File: src/rtl/div_reservation_station.sv
// Divider reservation station: age-ordered compacting queue, oldest ready op issues first; DIV_RS_CDB_BYPASS_EN captures a same-cycle CDB on dispatch.
// Dispatch-to-ready and CDB-to-ready are one cycle; the candidate is held while stallRS_i is high and dispatch is dropped when full_o.
module div_reservation_station #(
  parameter int ROBsize    = 32,
  parameter int ROBsizeLog = $clog2(ROBsize + 1),
  parameter int RSsize     = 4
) (
  input  logic                  clk_i,
  input  logic                  reset_i,
  input  logic                  dispatchValid_i,
  input  logic [9:0]            dispatchCommands_i,
  input  logic [ROBsizeLog-1:0] dispatchTag_i,
  input  logic [63:0]           dispatchVal1_i,
  input  logic [63:0]           dispatchVal2_i,
  input  logic                  dispatchRdy1_i,
  input  logic                  dispatchRdy2_i,
  input  logic [ROBsizeLog-1:0] dispatchQ1_i,
  input  logic [ROBsizeLog-1:0] dispatchQ2_i,
  output logic                  full_o,
  input  logic                  cdbValid_i,
  input  logic [ROBsizeLog-1:0] cdbTag_i,
  input  logic [63:0]           cdbVal_i,
  input  logic                  flush_i,
  output logic                  readyRS_o,
  input  logic                  stallRS_i,
  output logic [63:0]           reservationStationVal1_o,
  output logic [63:0]           reservationStationVal2_o,
  output logic [9:0]            reservationStationCommands_o,
  output logic [ROBsizeLog-1:0] reservationStationTag_o
);

  localparam int CW = $clog2(RSsize + 1);
  localparam int IW = $clog2(RSsize);
  localparam logic [CW-1:0] FullCount = CW'(RSsize);

  typedef struct packed {
    logic                  valid;
    logic                  rdy1;
    logic                  rdy2;
    logic [ROBsizeLog-1:0] q1;
    logic [ROBsizeLog-1:0] q2;
    logic [63:0]           val1;
    logic [63:0]           val2;
    logic [9:0]            commands;
    logic [ROBsizeLog-1:0] tag;
  } entry_t;

  entry_t          entries    [RSsize];
  entry_t          entriesNxt [RSsize];
  entry_t          dispatchEntry;
  logic [CW-1:0]   count;
  logic [CW-1:0]   countNxt;
  logic [CW-1:0]   dispatchSlot;
  logic            candFound;
  logic [IW-1:0]   candIdx;
  logic            issue;
  logic            accept;

  // Scan from the youngest down so the last hit is the oldest ready entry.
  always_comb begin
    candFound = 1'b0;
    candIdx   = '0;
    for (int i = RSsize - 1; i >= 0; i--) begin
      if (entries[i].valid && entries[i].rdy1 && entries[i].rdy2) begin
        candFound = 1'b1;
        candIdx   = IW'(i);
      end
    end
  end

  assign full_o                       = (count == FullCount);
  assign readyRS_o                    = candFound;
  assign reservationStationVal1_o     = candFound ? entries[candIdx].val1 : '0;
  assign reservationStationVal2_o     = candFound ? entries[candIdx].val2 : '0;
  assign reservationStationCommands_o = candFound ? entries[candIdx].commands : '0;
  assign reservationStationTag_o      = candFound ? entries[candIdx].tag : '0;

  assign issue        = candFound & ~stallRS_i;
  assign accept       = dispatchValid_i & ~full_o;
  assign dispatchSlot = count - CW'(issue);
  assign countNxt     = count - CW'(issue) + CW'(accept);

  always_comb begin
    dispatchEntry          = '0;
    dispatchEntry.valid    = 1'b1;
    dispatchEntry.rdy1     = dispatchRdy1_i;
    dispatchEntry.rdy2     = dispatchRdy2_i;
    dispatchEntry.q1       = dispatchQ1_i;
    dispatchEntry.q2       = dispatchQ2_i;
    dispatchEntry.val1     = dispatchVal1_i;
    dispatchEntry.val2     = dispatchVal2_i;
    dispatchEntry.commands = dispatchCommands_i;
    dispatchEntry.tag      = dispatchTag_i;
`ifdef DIV_RS_CDB_BYPASS_EN
    if (cdbValid_i && !dispatchRdy1_i && dispatchQ1_i == cdbTag_i) begin
      dispatchEntry.rdy1 = 1'b1;
      dispatchEntry.val1 = cdbVal_i;
    end
    if (cdbValid_i && !dispatchRdy2_i && dispatchQ2_i == cdbTag_i) begin
      dispatchEntry.rdy2 = 1'b1;
      dispatchEntry.val2 = cdbVal_i;
    end
`endif
  end

  // Order matters: compact first, then wake survivors, then append the new op
  // so a plain dispatch never sees this cycle's broadcast.
  always_comb begin
    for (int i = 0; i < RSsize; i++) entriesNxt[i] = entries[i];
    if (issue) begin
      for (int i = 0; i < RSsize - 1; i++) begin
        if (i >= int'(candIdx)) entriesNxt[i] = entries[i+1];
      end
      entriesNxt[RSsize-1] = '0;
    end
    if (cdbValid_i) begin
      for (int i = 0; i < RSsize; i++) begin
        if (entriesNxt[i].valid && !entriesNxt[i].rdy1 && entriesNxt[i].q1 == cdbTag_i) begin
          entriesNxt[i].rdy1 = 1'b1;
          entriesNxt[i].val1 = cdbVal_i;
        end
        if (entriesNxt[i].valid && !entriesNxt[i].rdy2 && entriesNxt[i].q2 == cdbTag_i) begin
          entriesNxt[i].rdy2 = 1'b1;
          entriesNxt[i].val2 = cdbVal_i;
        end
      end
    end
    if (accept) begin
      for (int i = 0; i < RSsize; i++) begin
        if (i == int'(dispatchSlot)) entriesNxt[i] = dispatchEntry;
      end
    end
  end

  always_ff @(posedge clk_i) begin
    if (reset_i || flush_i) begin
      for (int i = 0; i < RSsize; i++) entries[i] <= '0;
      count <= '0;
    end else begin
      for (int i = 0; i < RSsize; i++) entries[i] <= entriesNxt[i];
      count <= countNxt;
    end
  end

endmodule

File: config.mk
export PLATFORM = sky130hd
export DESIGN_NAME = div_reservation_station
export DESIGN_NICKNAME = d
export VERILOG_FILES = /design/src/rtl/div_reservation_station.sv
export SDC_FILE = /design/constraint.sdc
export NUM_CORES = 2
export LEC_CHECK = 0
export ABC_AREA = 1
export CORE_MARGIN = 5
export CORE_UTILIZATION = 59
export DETAILED_ROUTE_END_ITERATION = 10
export DONT_BUFFER_PORTS = 1
export PLACE_DENSITY = 0.78
export SLEW_MARGIN = 20
export SYNTH_ARGS = -nofsm -noshare
export SYNTH_HDL_FRONTEND = slang
export SYNTH_SLANG_ARGS = --single-unit
File: constraint.sdc
create_clock -name clk_i -period 3.3 [get_ports clk_i]
set_clock_uncertainty 0.05 [all_clocks]
set_input_delay 0.165 -clock clk_i [delete_from_list [all_inputs] [get_ports clk_i]]
set_output_delay 0.165 -clock clk_i [all_outputs]
set_load 0.005 [all_outputs]
==> flow_summary.ini <==
[run_status]
status = complete, no violations

[global_route]
grtUsageTotal_pct = 40.30
grt_pass1_wl_mm = 242.1
antenna_found_initial = 25
grt_overflow = 0
grt_busiest_layer = met2
met3_usage_pct = 10.71
grt_pass1_vias = 42780
grt_use_met1_pct = 51.19
use_met2_pct = 62.77
grt_max_degree = 216

[yosys]
synth.distinct_cells = 34
async_flop_share_pct = 0
syn_avg_cell_area_um2 = 6.011
syn-num-nets = 6953
synth_cells = 6715
syn-cell-area_mm2 = 0.04036
synth_top_area_share_pct = 31.69
synth-main-ff-cell = dfxtp_1
synth_edf_count = 0
yosysWarningCount = 0
synth_top_area_cell = dfxtp_1
ys_seq_area_share_pct = 31.69
synth-seq-cells = 639
ys_top_cells_by_area = dfxtp_1 32%, nand2_1 15%, a21oi_1 12%

[die]
core_mm2 = 0.06823
die-area_mm2 = 0.07374
die_w_um = 271.6
dieHeight_um = 271.6
start_util_pct = 59.16
rows = 96
io_pins = 380

[drt]
final_antenna_net_count = 0
drtPass1Iterations = 10
drt-initial-drc-count = 6480
routed_wl_mm = 159.7
avgViaCountPerCell = 6.213
drc = 0
routedWlPerCell_um = 21.22
vias = 46760

[worst_setup_path]
critPathKind = flop to primary output
start_kind = flop
cp_data_arrival_time_ns = 3.01
cp_max_fo = 85
critPathCaptureType = primary output
cp.required_ns = 3.08
reg2reg_depth = 17

[finish]
final_common_cell = nand2_1
drive_gt1_share_pct = 4.501
fin_nets = 6814
final_cell_mix = 1,623 x nand2_1, 938 x a21oi_1, 816 x o21ai_0, 755 x inv_1, 639 x dfxtp_1
area_delta_synth_final_pct = 13.33
fillCellCount = 6088

[sta]
fmax_mhz = 310.5
finalCritPeriodShare_pct = 97.60
setup_viol = 0
relSlewSlack_pct = 26.14
final-max-slew-violation-count = 0
tns_ns = 0
rsz0062_at_grt = yes
worst_slack_ns = 0.07933
worstMarginPinSlew_ns = 1.108
hold_violations = 0
min_period_ns = 3.221

[power]
p_clk_share_pct = 45.4
total_power_w = 0.01767
sw_frac_of_total_pct = 26.57
p_leak_nw = 20.74
comb_power_share_pct = 9.9
p_seq_share_pct = 44.7
switchingPower_w = 0.004694
peakVddDrop_mv = 0.4100
power_density_mw_per_mm2 = 386.3
power.internal_w = 0.01298

[place]
gp_congestion = 0.9631
pre_cts_slack_ns = 0.1017
dp_hpwl_mm = 89.04
portBuffers = 0

[clock_tree]
clk_pin_slew_ns = 0.06
clkSinkCount = 639
clockBufferDepth = 3
htreeDepth = 3
cts_root_buffer = clkbuf_16
cts_tree = built
clk-insertion-delay-late_ns = 0.63
cts_buffers = 75

[run]
drv_cap = 0

[worst_hold_path]
min_path_cells = 4
holdCritPathClass = primary input to flop
[worst max-delay path, cell delays in order (launching register included)]
cell,delay [ns]
dfxtp_1,0.35
nand3_2,0.17
nand2_1,0.12
nand2_1,0.09
nand2_4,0.18
buf_6,0.50
buf_6,0.40
o21ai_0,0.16
a21oi_1,0.34
[what timing repair did]
item / 4_1_cts / 5_1_grt
endpoints found under the setup margin: 78 / 201
endpoints found under the hold margin: 633 / 0
gates cloned: 0 / 4
pin swaps: 0 / 3
hold buffers: 227 / 0
setup buffers: 0 / 5
resized for setup: 5 / 41
[state kept, by name (all words and copies together) (netlist names)]
name / cells
count: 3
entries: 636
[per-layer routing]
metal / part of all wire [%] / wire, µm / up-vias
met3: 14 / 22470 / 732
met2: 44 / 69560 / 3518
met1: 37 / 58540 / 20880
li1: - / - / 21620
met4: 5.7 / 9082 / 12
met5: 0.050 / 80 / -
[cell usage after synthesis (2+ instances only)]
cell type / count
nand2_2: 2
clkbuf_2: 6
a211oi_1: 2
a21oi_1: 961
dfxtp_1: 639
inv_1: 759
nand3_1: 592
nor2_4: 3
nor2_1: 353
buf_1: 42
nand4_1: 18
o21ai_0: 816
clkinv_1: 7
nor3_1: 3
a31oi_1: 69
inv_2: 5
o21ai_2: 3
xor2_1: 18
nor2_2: 2
o211ai_1: 36
buf_4: 22
nand2_4: 3
ha_1: 4
clkbuf_1: 395
nand3_2: 2
nand2_1: 1633
nor2_8: 2
buf_6: 8
buf_2: 90
mux2i_1: 128
o21ai_1: 89
[power by group through the flow]
stage,clock network (W),logic (W),registers (W)
6_report,0.00802,0.00175,0.00790
5_1_grt,0.00831,0.00190,0.00791
4_1_cts,0.00801,0.00166,0.00790
3_5_place_dp,0,0.00127,0.00807
3_3_place_gp,0,0.00124,0.00806
2_1_floorplan,0,0.000953,0.00805
[worst paths after layout]
check             startpoint                            to  slack (ns)
max          entries[2][158]  reservationStationVal2_o[59]        0.08
min                  flush_i               entries[3][154]        0.04
max reg2reg  entries[0][156]                entries[1][74]        0.10
min reg2reg    entries[3][4]                 entries[3][4]        0.46
[layout make-up]
class | instances | area, µm² | share of cell area, %
inverters | 771 | 2942 | 6.430
repair buffers | 346 | 3985 | 8.711
well taps | 882 | 1104 | 2.412
flip-flops and latches | 639 | 12790 | 27.96
multi-input cells | 4743 | 22610 | 49.42
diodes | 23 | 57.56 | 0.1258
clock inverters | 17 | 146.4 | 0.3200
clock buffers | 105 | 2111 | 4.614
[cell families after synthesis]
| group | share of synthesized area, % |
|---|---|
| simple gates | 26.56 |
| compound gates | 24.98 |
| buf+inv | 13.06 |
| flops | 31.69 |
| mux | 3.174 |
| xor+xnor | 0.4123 |
| fa+ha+maj | 0.1240 |
[stage by stage]
| stage | utilization [%] | instance area, µm² | instances | hold slack [ns] |
|---|---|---|---|---|
| 2_1_floorplan | - | 40370 | 6715 | 0.2640 |
| 6_report | 67.05 | 45750 | 7526 | 0.04265 |
| 5_1_grt | 67.02 | 45730 | 7519 | 0.07028 |
| 4_1_cts | 66.51 | 45380 | 7494 | 0.01706 |
| 3_3_place_gp | 59.84 | 40830 | 7145 | 0.2657 |
| 3_5_place_dp | 59.84 | 40830 | 7145 | 0.2693 |
Note: power is estimated with default switching activity, not from simulation.
